$ cat src/rtl/gc_response_tx_pkg.sv
// Shared definitions for the GameCube one-wire link: bit-cell timing, frame lengths,
// FSM encodings and small helpers used by the transmitter and the command receiver.
package gc_response_tx_pkg;

  localparam int GC_CLKS_PER_US = 40;

  localparam int GC_CELL_US     = 4;
  localparam int GC_LOW_ONE_US  = 1;
  localparam int GC_LOW_ZERO_US = 3;
  localparam int GC_STOP_LOW_US = 1;
  localparam int GC_STOP_US     = 2;

  localparam int GC_LEN_ID     = 24;
  localparam int GC_LEN_POLL   = 64;
  localparam int GC_LEN_ORIGIN = 80;
  localparam int GC_MAX_BITS   = GC_LEN_ORIGIN;

  typedef enum logic [1:0] {
    GC_ST_IDLE = 2'd0,
    GC_ST_BIT  = 2'd1,
    GC_ST_STOP = 2'd2
  } gc_state_e;

  // Oversized requests are sent as the longest frame the shifter can hold.
  function automatic logic [6:0] gc_clamp_len(input logic [6:0] len,
                                              input logic [6:0] max_len);
    return (len > max_len) ? max_len : len;
  endfunction

endpackage

$ cat src/rtl/gc_response_tx_cell_timer.sv
// Bit-cell counter for the one-wire link: counts 0..4C-1 and decodes the
// 1 us / 3 us low-phase boundaries plus the stop-bit and cell terminal counts.
module gc_response_tx_cell_timer
  import gc_response_tx_pkg::*;
#(
  parameter int CLKS_PER_US = GC_CLKS_PER_US
) (
  input  logic CLK,
  input  logic RESET,
  input  logic clear,
  input  logic run,
  output logic lt_one,
  output logic lt_zero,
  output logic lt_stop_low,
  output logic stop_last,
  output logic cell_last
);

  localparam int CNT_W = $clog2(GC_CELL_US * CLKS_PER_US);

  localparam logic [CNT_W-1:0] ONE_END      = CNT_W'(GC_LOW_ONE_US * CLKS_PER_US);
  localparam logic [CNT_W-1:0] ZERO_END     = CNT_W'(GC_LOW_ZERO_US * CLKS_PER_US);
  localparam logic [CNT_W-1:0] STOP_LOW_END = CNT_W'(GC_STOP_LOW_US * CLKS_PER_US);
  localparam logic [CNT_W-1:0] STOP_LAST    = CNT_W'(GC_STOP_US * CLKS_PER_US - 1);
  localparam logic [CNT_W-1:0] CELL_LAST    = CNT_W'(GC_CELL_US * CLKS_PER_US - 1);

  logic [CNT_W-1:0] cnt;

  always_ff @(posedge CLK) begin
    if (!RESET) begin
      cnt <= '0;
    end else if (clear) begin
      cnt <= '0;
    end else if (run) begin
      cnt <= (cnt == CELL_LAST) ? '0 : cnt + CNT_W'(1);
    end
  end

  assign lt_one      = (cnt < ONE_END);
  assign lt_zero     = (cnt < ZERO_END);
  assign lt_stop_low = (cnt < STOP_LOW_END);
  assign stop_last   = (cnt == STOP_LAST);
  assign cell_last   = (cnt == CELL_LAST);

endmodule

$ cat src/rtl/gc_response_tx.sv
// GameCube one-wire response transmitter: shifts a latched response word MSB first
// as 4 us bit cells followed by a stop bit, driving the open-drain pad enable.
module gc_response_tx
  import gc_response_tx_pkg::*;
#(
  parameter int CLKS_PER_US = GC_CLKS_PER_US,
  parameter int MAX_BITS    = GC_MAX_BITS
) (
  input  logic                CLK,
  input  logic                RESET,
  input  logic                START,
  input  logic [6:0]          LEN,
  input  logic [MAX_BITS-1:0] DATA,
  output logic                BUSY,
  output logic                DONE,
  output logic                LINE_LOW
);

  localparam logic [6:0] MAX_LEN = 7'(MAX_BITS);

  gc_state_e           state;
  logic [MAX_BITS-1:0] shreg;
  logic [6:0]          bit_cnt;
  logic                fin;

  logic       accept;
  logic [6:0] len_c;
  logic       line_low_nx;
  logic       lt_one, lt_zero, lt_stop_low, stop_last, cell_last;

  // BUSY gates acceptance as well as the state: the cycle right after DONE is
  // IDLE with BUSY still high from the previous frame's last cycle.
  assign accept = START && !BUSY && (state == GC_ST_IDLE);
  assign len_c  = gc_clamp_len(LEN, MAX_LEN);

  gc_response_tx_cell_timer #(
    .CLKS_PER_US(CLKS_PER_US)
  ) u_cell_timer (
    .CLK        (CLK),
    .RESET      (RESET),
    .clear      (accept || ((state == GC_ST_STOP) && stop_last)),
    .run        (state != GC_ST_IDLE),
    .lt_one     (lt_one),
    .lt_zero    (lt_zero),
    .lt_stop_low(lt_stop_low),
    .stop_last  (stop_last),
    .cell_last  (cell_last)
  );

  always_comb begin
    line_low_nx = 1'b0;
    case (state)
      GC_ST_BIT:  line_low_nx = shreg[MAX_BITS-1] ? lt_one : lt_zero;
      GC_ST_STOP: line_low_nx = lt_stop_low;
      default:    line_low_nx = 1'b0;
    endcase
  end

  // Outputs are the registered decode of the current state, so every pin
  // trails the FSM by one cycle; fin delays DONE to line up with BUSY falling.
  always_ff @(posedge CLK) begin
    if (!RESET) begin
      state    <= GC_ST_IDLE;
      shreg    <= '0;
      bit_cnt  <= '0;
      fin      <= 1'b0;
      LINE_LOW <= 1'b0;
      BUSY     <= 1'b0;
      DONE     <= 1'b0;
    end else begin
      LINE_LOW <= line_low_nx;
      BUSY     <= (state != GC_ST_IDLE);
      DONE     <= fin;
      fin      <= 1'b0;
      case (state)
        GC_ST_IDLE: begin
          if (accept) begin
            shreg   <= DATA;
            bit_cnt <= len_c;
            state   <= (len_c == 7'd0) ? GC_ST_STOP : GC_ST_BIT;
          end
        end
        GC_ST_BIT: begin
          if (cell_last) begin
            shreg   <= shreg << 1;
            bit_cnt <= bit_cnt - 7'd1;
            if (bit_cnt == 7'd1) state <= GC_ST_STOP;
          end
        end
        GC_ST_STOP: begin
          if (stop_last) begin
            state <= GC_ST_IDLE;
            fin   <= 1'b1;
          end
        end
        default: state <= GC_ST_IDLE;
      endcase
    end
  end

endmodule

$ cat config.mk
export PLATFORM = sky130hd
export DESIGN_NAME = gc_response_tx
export DESIGN_NICKNAME = d
export VERILOG_FILES = /design/src/rtl/gc_response_tx_pkg.sv /design/src/rtl/gc_response_tx_cell_timer.sv /design/src/rtl/gc_response_tx.sv
export SDC_FILE = /design/constraint.sdc
export NUM_CORES = 1
export LEC_CHECK = 0
export BUFFER_PORTS_ARGS = -buffer_cell sky130_fd_sc_hd__buf_4
export CAP_MARGIN = 20
export CORE_MARGIN = 2
export CORE_UTILIZATION = 43
export DETAILED_ROUTE_END_ITERATION = 16
export SKIP_LAST_GASP = 1
export SLEW_MARGIN = 20
export SYNTH_ARGS = -nofsm -noshare
export SYNTH_HDL_FRONTEND = slang
export SYNTH_SLANG_ARGS = --single-unit
export TNS_END_PERCENT = 30
$ cat constraint.sdc
create_clock -name CLK -period 2.3 [get_ports CLK]
set_input_delay 0.345 -clock CLK [delete_from_list [all_inputs] [get_ports CLK]]
set_output_delay 0.345 -clock CLK [all_outputs]
set_load 0.05 [all_outputs]
# Word level (Yosys, flattened, before mapping)
# Cells that the tools add are included.
[word_totals] regBits=101 input_bits=90 wordCells=53 output_inout_bits=3
[op_classes] eq_ne=9 n_lt_le_gt_ge=3 mux=17 n_reduce_logical=13 bitwise_logic=1 addsub=2
[op_table] cell="$mux W80" n=2
[op_table] cell="$pmux W80 S2" n=1
[op_table] cell="$mux W7" n=3
[op_table] cell="$pmux W7 S2" n=1
[op_table] cell="$mux W2" n=5
[op_table] cell="$add A8 B1 Y8 const B" n=1
[op_table] cell="$eq A8 B7 Y1 const B" n=1
[op_table] cell="$eq A8 B8 Y1 const B" n=1
[op_table] cell="$lt A8 B6 Y1 const B" n=1
[op_table] cell="$lt A8 B7 Y1 const B" n=1
[op_table] cell="$mux W8" n=1
[op_table] cell="$ne A2 B2 Y1 const B" n=4
[op_table] cell="$eq A7 B1 Y1 const B" n=1
[op_table] cell="$gt A7 B7 Y1 const B" n=1
[op_table] cell="$logic_not A7 Y1" n=1
[op_table] cell="$sub A7 B1 Y7 const B" n=1
[op_table] cell="$pmux W2 S3" n=1
[op_table] cell="$reduce_and A4 Y1" n=1
[op_table] cell="$reduce_bool A2 Y1" n=2
[op_table] cell="$logic_and A1 B1 Y1" n=3
[op_table] cell="$reduce_and A3 Y1" n=1
[op_table] cell="$eq A2 B1 Y1 const B" n=1
[op_table] cell="$eq A2 B2 Y1 const B" n=1
[op_table] cell="$logic_not A2 Y1" n=1
[op_table] cell="7 further kinds" n=8

# Depth between registers and ports, before layout
# Gate-level depths: netlist of the first run.
[logic_depth] ltp_word=6 ltp_mapped=8

# Cells and area by module
# Synthesis of the first run repeated with hierarchy kept, for this count alone.
[unflattened] cells_unflattened=498 area_unflattened_um2=4667.0
[modules_own_cells] mod="gc_response_tx" instances=1 cells_per_inst=451 seq_area_each_um2=1861.8 area_each_um2=4244.1
[modules_own_cells] mod="gc_response_tx_cell_timer" instances=1 cells_per_inst=47 seq_area_each_um2=160.2 area_each_um2=422.9

# Worst setup path after synthesis of the first run
# No wires, ideal clock.
[synth_timing] path_type="flip-flop to flip-flop" from="register bit_cnt[1]" to="register state[1]" path_stages_with_launch=7 arrival_time_ns=1.722 synth_period_minus_slack_ns=1.808 setup_slack_ns=0.492 path_cell_list="dfxtp_1 > inv_1 > ha_1 > or3b_2 > o41a_1 > a221o_1 > a221oi_2"
[synth_between] elab_chain_cells=3
[synth_lines] element="start: declaration" line="gc_response_tx.sv:23" source="logic [6:0] bit_cnt;"
[synth_lines] element="start signal: assignment" line="gc_response_tx.sv:79" source="bit_cnt <= len_c;"
[synth_lines] element="start signal: assignment" line="gc_response_tx.sv:86" source="bit_cnt <= bit_cnt - 7'd1;"
[synth_lines] element="$eq A7 B1 Y1" line="gc_response_tx.sv:87" source="if (bit_cnt == 7'd1) state <= GC_ST_STOP;"
[synth_lines] element="$ne A2 B2 Y1 (no line)"
[synth_lines] element="$reduce_and A4 Y1 (no line)"
[synth_lines] element="end signal: assignment" line="gc_response_tx.sv:80" source="state <= (len_c == 7'd0) ? GC_ST_STOP : GC_ST_BIT;"
[synth_lines] element="end: declaration" line="gc_response_tx.sv:21" source="gc_state_e state;"
# No other way between the ends.
# A chain may end at the register's enable or synchronous reset.

# Worst setup path in the final report of the first run
[layout_timing] from="register state[0]" to="register bit_cnt[0]"
[layout_between] elab_chain_cells=4 elab_cells_between_ends=8 classes_between="3 x eq/ne; 1 x mux; 4 x reduce/logical"
[layout_lines] element="$logic_not A2 Y1" line="gc_response_tx.sv:33, gc_response_tx.sv:75"
[layout_lines] element="$logic_and A1 B1 Y1" line="gc_response_tx.sv:33" source="assign accept = START && !BUSY && (state == GC_ST_IDLE);"
[layout_lines] element="$ne A2 B2 Y1 (no line)"
[layout_lines] element="$reduce_and A3 Y1 (no line)"
# Several ways; a longest one is shown, not always the timed one.

==> results.yml, run 1 <==
cells_and_area:
  antenna_cells: 0
  final_nets: 676
  syn_to_final_growth_pct: 22.15
  fillers: 1029
  layoutNonFillerInstCount: 725
  drive_gt1_share_pct: 22.56
clocking:
  cts_buffers: 9
  cts_resized: 0
  post-cts-setup-buffers: 0
  htree_levels: 3
  cts_tree: "done"
  path_clk_slew_ns: 0.10
  clock-sinks: 101
  clock_latency_ns: 0.37
  cts-root-buf: "clkbuf_8"
  cts_hold_buf: 0
  cts_buffer_depth: 2
run_status:
  status: "finished clean"
logic_synthesis:
  synthArstFlopShare_pct: 0
  synth_compound_area_share_pct: 26.89
  ys.flop_type: "dfxtp_1"
  synth_top_family_by_area: "compound AO/OA/AOI/OAI gates"
  synthCells: 510
  synth_top_area_cell: "dfxtp_1"
  synth-edff-count: 0
  synthSimpleGateAreaFrac_pct: 6.606
  synth-adder-area-share_pct: 1.554
  synth_top_area_share_pct: 41.87
  synth_xor_xnor_area_share_pct: 1.269
  syn-num-nets: 606
  synthTopCellsByArea: "dfxtp_1, mux2i_1, a211oi_1, a21oi_1, buf_2"
  syn_area_mm2: 0.004830
  ys_ff_latch: 101
  synthMuxAreaShare_pct: 16.99
  ys_seq_area_share_pct: 41.87
  yosys.cell_types.count: 51
  avgSynthCellArea_um2: 9.470
  yosys_warnings: 0
run:
  max-cap-violations: 0
power:
  ir_drop_mv: 0.7038
  power_mw: 7.714
  power.density_mw_per_mm2: 1308
  p_leak_nw: 2.144
routing:
  drt_pass1_iterations: 4
  wl_per_cell_um: 16.34
  drt_iter0_drc: 159
  vias: 4154
  remaining_drc_errors: 0
  antenna_left: 0
  viasPerCell: 5.730
  wl_mm: 11.85
placed_design:
  dp_cells: 709
  gp_congestion: 0.8809
  pre_cts_ws_ns: 0.2953
  hpwl_mm: 7.606
  port_buffers: 92
sta:
  rsz0062_at_grt: "no"
  min_period_over_period_pct: 89.33
  fin_setup_tns_ns: 0
  setup_ws_ns: 0.2453
  min_period_ns: 2.055
  setup_viol: 0
  hold_viol_final: 0
  worstMarginPinSlew_ns: 0.5365
  fmax_mhz: 486.7
  slew_viol_final: 0
  timing.hold.ws_ns: 0.2665
  clock_skew_ns: 0.01021
  slew_headroom_pct: 64.24
floorplan:
  die_area_mm2: 0.01210
  rows: 38
  fp.dieW_um: 110.0
  ioPinCount: 93
  coreArea_mm2: 0.01089
  initial_core_util_pct: 44.36
  die_y_um: 110.0
critical_path:
  worstSetupStartpointType: "flip-flop"
  worstPathArrival_ns: 2.34
  path_max_fanout: 66
  worstPathRequired_ns: 2.59
  rr_worst_depth: 7
  worstSetupEndpointType: "flip-flop"
  path_class: "reg2reg"
global_route:
  track_usage_pct: 20.39
  grt_max_degree: 67
  grt_pass1_vias: 4011
  grt_pass1_wl_mm: 19.59
  antenna_found_initial: 0
  grt.overflow.total: 0
min_path:
  worstHoldPathCells: 3
  hold_class: "in2reg"
-- cells in the final DEF (no fill, tap or decap), drive strengths merged, types with 4 or more instances in the layout --
master / instances
nand3: 7
ha: 6
a211oi: 82
inv: 6
o21ai: 7
nor3: 4
a21oi: 84
dfxtp: 101
clkbuf: 13
buf: 107
nand2: 11
xnor2: 5
a31oi: 6
nor2: 19
o21a: 5
mux2i: 82
-- registers in the layout (all words and copies together) (netlist names) --
name,count
bit_cnt,7
LINE_LOW,1
shreg,80
BUSY,1
fin,1
u_cell_timer.cnt,8
state,2
DONE,1
-- stage by stage --
step,cell area [um^2],util (%)
global placement,5697,52.32
CTS,5899,54.18
detailed placement,5697,52.32
finish,5899,54.18
floorplan,4830,-
global route,5899,54.18
-- final cells by class --
class	count	area (um^2)	share of cell area, %
timing repair buffer	107	865.8	14.68
inverter	6	22.52	0.3818
sequential	101	2022	34.27
tap	140	175.2	2.969
multi-input combinational	355	2611	44.26
clock buffer	13	158.9	2.694
clock inverter	3	43.79	0.7423
-- logic make-up (layout without fill, tap and decap cells) --
group / Yosys count / in the layout
mux: 82 / 82
xor+xnor: 7 / 7
flops: 101 / 101
compound gates: 200 / 200
simple gates: 60 / 60
fa+ha+maj: 6 / 6
buf+inv: 54 / 129
-- layer usage --
layer	track usage (%)	wire, um	up-vias
met3	4.879	552	17
met4	6.781	208	0
met5	0	0	-
met1	26.73	5546	1969
li1	-	-	2080
met2	32.95	5538	88
-- cells in the mapped netlist, drive strengths merged, types with 2 or more instances --
cell and instances:
a211oi 82, o21ai 7, a21oi 84, o21a 5, inv 5, nor3 4
mux2i 82, xor2 2, dfxtp 101, nor4 2, nor2b 2, nand2 11
or3 2, a22oi 2, a2111oi 2, clkbuf 23, a221oi 2, or4b 2
a31oi 6, nor2 19, nand3 7, nand3b 2, ha 6, xnor2 5
buf 25
-- worst max-delay path, stage by stage, from the launching register on --
cell      delay (ns)
dfxtp_1         0.42
inv_1           0.10
ha_1            0.24
nand3b_1        0.23
o21a_1          0.36
nor2_4          0.09
buf_12          0.20
a221oi_1        0.29
-- power by group --
group / switching (mW) / internal [mW]
combinational: 2.07 / 1.58
clock: 0.600 / 0.564
sequential: 0.410 / 2.49
total: 3.08 / 4.64
-- worst paths after layout --
kind | startpoint | to | slack, ns
max | state[0]$_SDFFE_PN0P_ | bit_cnt[0]$_SDFFE_PN0P_ | 0.25
min | DATA[0] | shreg[0]$_SDFFE_PN0P_ | 0.27
max reg2reg | state[0]$_SDFFE_PN0P_ | bit_cnt[0]$_SDFFE_PN0P_ | 0.25
min reg2reg | fin$_SDFF_PN0_ | DONE$_SDFF_PN0_ | 0.45
Note: power is estimated with default switching activity, not from simulation.
==> inputs of run 2 (changes only) <==
--- a/config.mk
+++ b/config.mk
@@ -9,6 +9,7 @@
 export CAP_MARGIN = 20
 export CORE_MARGIN = 2
 export CORE_UTILIZATION = 43
+export CTS_BUF_LIST = sky130_fd_sc_hd__clkbuf_4
 export DETAILED_ROUTE_END_ITERATION = 16
 export SKIP_LAST_GASP = 1
 export SLEW_MARGIN = 20
==> results.yml, run 2 (synthesized netlist as in run 1, its figures left out) <==
floorplan:
  fp.dieW_um: 110.0
  initial_core_util_pct: 44.36
  ioPinCount: 93
  die_area_mm2: 0.01210
  die_y_um: 110.0
  coreArea_mm2: 0.01089
  rows: 38
cells_and_area:
  final_common_cell: "buf_4"
  regMostFlops: "shreg"
  antenna_cells: 0
  final_nets: 676
  top_regs: "shreg: 80 flops, u_cell_timer.cnt: 8 flops, bit_cnt: 7 flops"
  syn_to_final_growth_pct: 20.73
  layout_common_cells: "buf_4, dfxtp_1, a21oi_1"
  largest_reg_flops: 80
  drive_gt1_share_pct: 22.56
  utilization_pct: 53.55
placed_design:
  port_buffers: 92
  hpwl_mm: 7.606
  gp_congestion: 0.8809
power:
  power_mw: 7.482
  ir_drop_mv: 0.6958
  clkPwrFrac_pct: 12.4
  power_switching_mw: 3.062
  p_seq_share_pct: 38.7
  intPower_mw: 4.419
  p_leak_nw: 2.116
  power.density_mw_per_mm2: 1283
  power_frac_comb_pct: 48.9
  p_sw_share_pct: 40.93
clocking:
  cts_buffers: 9
  cts_hold_buf: 0
  clock-sinks: 101
  htree_levels: 3
  cts_buffer_depth: 2
  cts_tree: "done"
  path_clk_slew_ns: 0.16
  post-cts-setup-buffers: 0
  cts-root-buf: "clkbuf_4"
  clock_latency_ns: 0.46
  cts_resized: 0
global_route:
  grt_max_degree: 67
  grt.overflow.total: 0
  track_usage_pct: 20.27
  antenna_found_initial: 0
  grt_pass1_vias: 3998
  grt_pass1_wl_mm: 19.54
min_path:
  hold_class: "in2reg"
sta:
  fin_setup_tns_ns: 0
  min_period_ns: 2.063
  hold_viol_final: 0
  clock_skew_ns: 0.02334
  slew_headroom_pct: 64.04
  rsz0062_at_grt: "no"
  fmax_mhz: 484.8
  slew_viol_final: 0
  setup_viol: 0
  min_period_over_period_pct: 89.68
  worstMarginPinSlew_ns: 0.5393
  timing.hold.ws_ns: 0.1769
critical_path:
  worstPathArrival_ns: 2.45
  reg2reg_setup_slack_ns: 0.24
  worstSetupEndpointType: "flip-flop"
  startpoint: "state[0]$_SDFFE_PN0P_"
  critical_path.top_delay_family: "compound AO/OA/AOI/OAI gates"
  slowest_stage: "dfxtp_1"
  worstPathRequired_ns: 2.69
  cp_slowest_stage_delay_ns: 0.44
  path_class: "reg2reg"
  cp.depth: 7
  cp_cell_sequence: "inv_1 > ha_1 > nand3b_1 > o21a_1 > nor2_4 > buf_12 > a221oi_1"
  regToRegEndpoint: "bit_cnt[0]$_SDFFE_PN0P_"
  path_max_fanout: 66
  rr_startpoint: "state[0]$_SDFFE_PN0P_"
  rr_worst_depth: 7
  cp-endpoint: "bit_cnt[0]$_SDFFE_PN0P_"
  cp.buffers_inverters: 2
  worstSetupStartpointType: "flip-flop"
routing:
  wl_mm: 11.89
  vias: 4133
  antenna_left: 0
  viasPerCell: 5.701
  drt_pass1_iterations: 4
  wl_per_cell_um: 16.40
  drt_iter0_drc: 162
  remaining_drc_errors: 0
run_status:
  status: "finished clean"
run:
  max-cap-violations: 0
-- run 2: changes by cell type in the layout (fill, tap and decap cells not counted), sizes merged --
cell,change
clkinv,+2
clkbuf,-2
-- run 2: through the flow --
stage / instances / area (um^2) / worst slack (ns)
floorplan: 510 / 4830 / 0.4916
global placement: 709 / 5697 / 0.3360
detailed placement: 709 / 5697 / 0.2953
CTS: 725 / 5831 / 0.2644
global route: 725 / 5831 / 0.1058
finish: 725 / 5831 / 0.2373
-- run 2: layout make-up --
cell class,count,area (um^2)
flip-flops and latches,101,2022
clock buffers,11,82.58
well taps,140,175.2
repair buffers,107,865.8
clock inverters,5,51.30
inverters,6,22.52
fillers,1045,5057
multi-input cells,355,2611
-- run 2: power by group through the flow --
stage / Combinational (mW) / Clock [mW] / Sequential, mW
6_report: 3.66 / 0.928 / 2.90
5_1_grt: 4.06 / 1.04 / 2.99
4_1_cts: 3.68 / 0.971 / 2.90
3_5_place_dp: 3.67 / 0 / 2.93
3_3_place_gp: 3.59 / 0 / 2.91
2_1_floorplan: 2.77 / 0 / 2.85
-- run 2: how the worst min path moves through the flow --
stage	start	to	slack (ns)	cells past startpoint
global placement	fin$_SDFF_PN0_	DONE$_SDFF_PN0_	0.42	1
CTS	DATA[0]	shreg[0]$_SDFFE_PN0P_	0.15	3
global route	DATA[0]	shreg[0]$_SDFFE_PN0P_	0.15	3
finish	DATA[0]	shreg[0]$_SDFFE_PN0P_	0.18	3
floorplan	fin$_SDFF_PN0_	DONE$_SDFF_PN0_	0.41	1
detailed placement	fin$_SDFF_PN0_	DONE$_SDFF_PN0_	0.42	1
-- run 2: tightest hold or removal path: cells and delay by family --
| kind | cells | cell delay (ns) |
|---|---|---|
| AND/OR/NAND/NOR | 1 | 0.07 |
| AO/OA/AOI/OAI | 1 | 0.06 |
| buffers and inverters | 1 | 0.11 |
-- run 2: per-layer routing --
layer  routed length (um)  part of all wire [%]  up-vias  track usage [%]
met5                    0                     0        -                0
met4                  109                  0.92        0            5.063
met3                  565                   4.8       11            5.644
met2                 5539                    47       82            32.87
met1                 5676                    48     1960            26.65
li1                     -                     -     2080                -
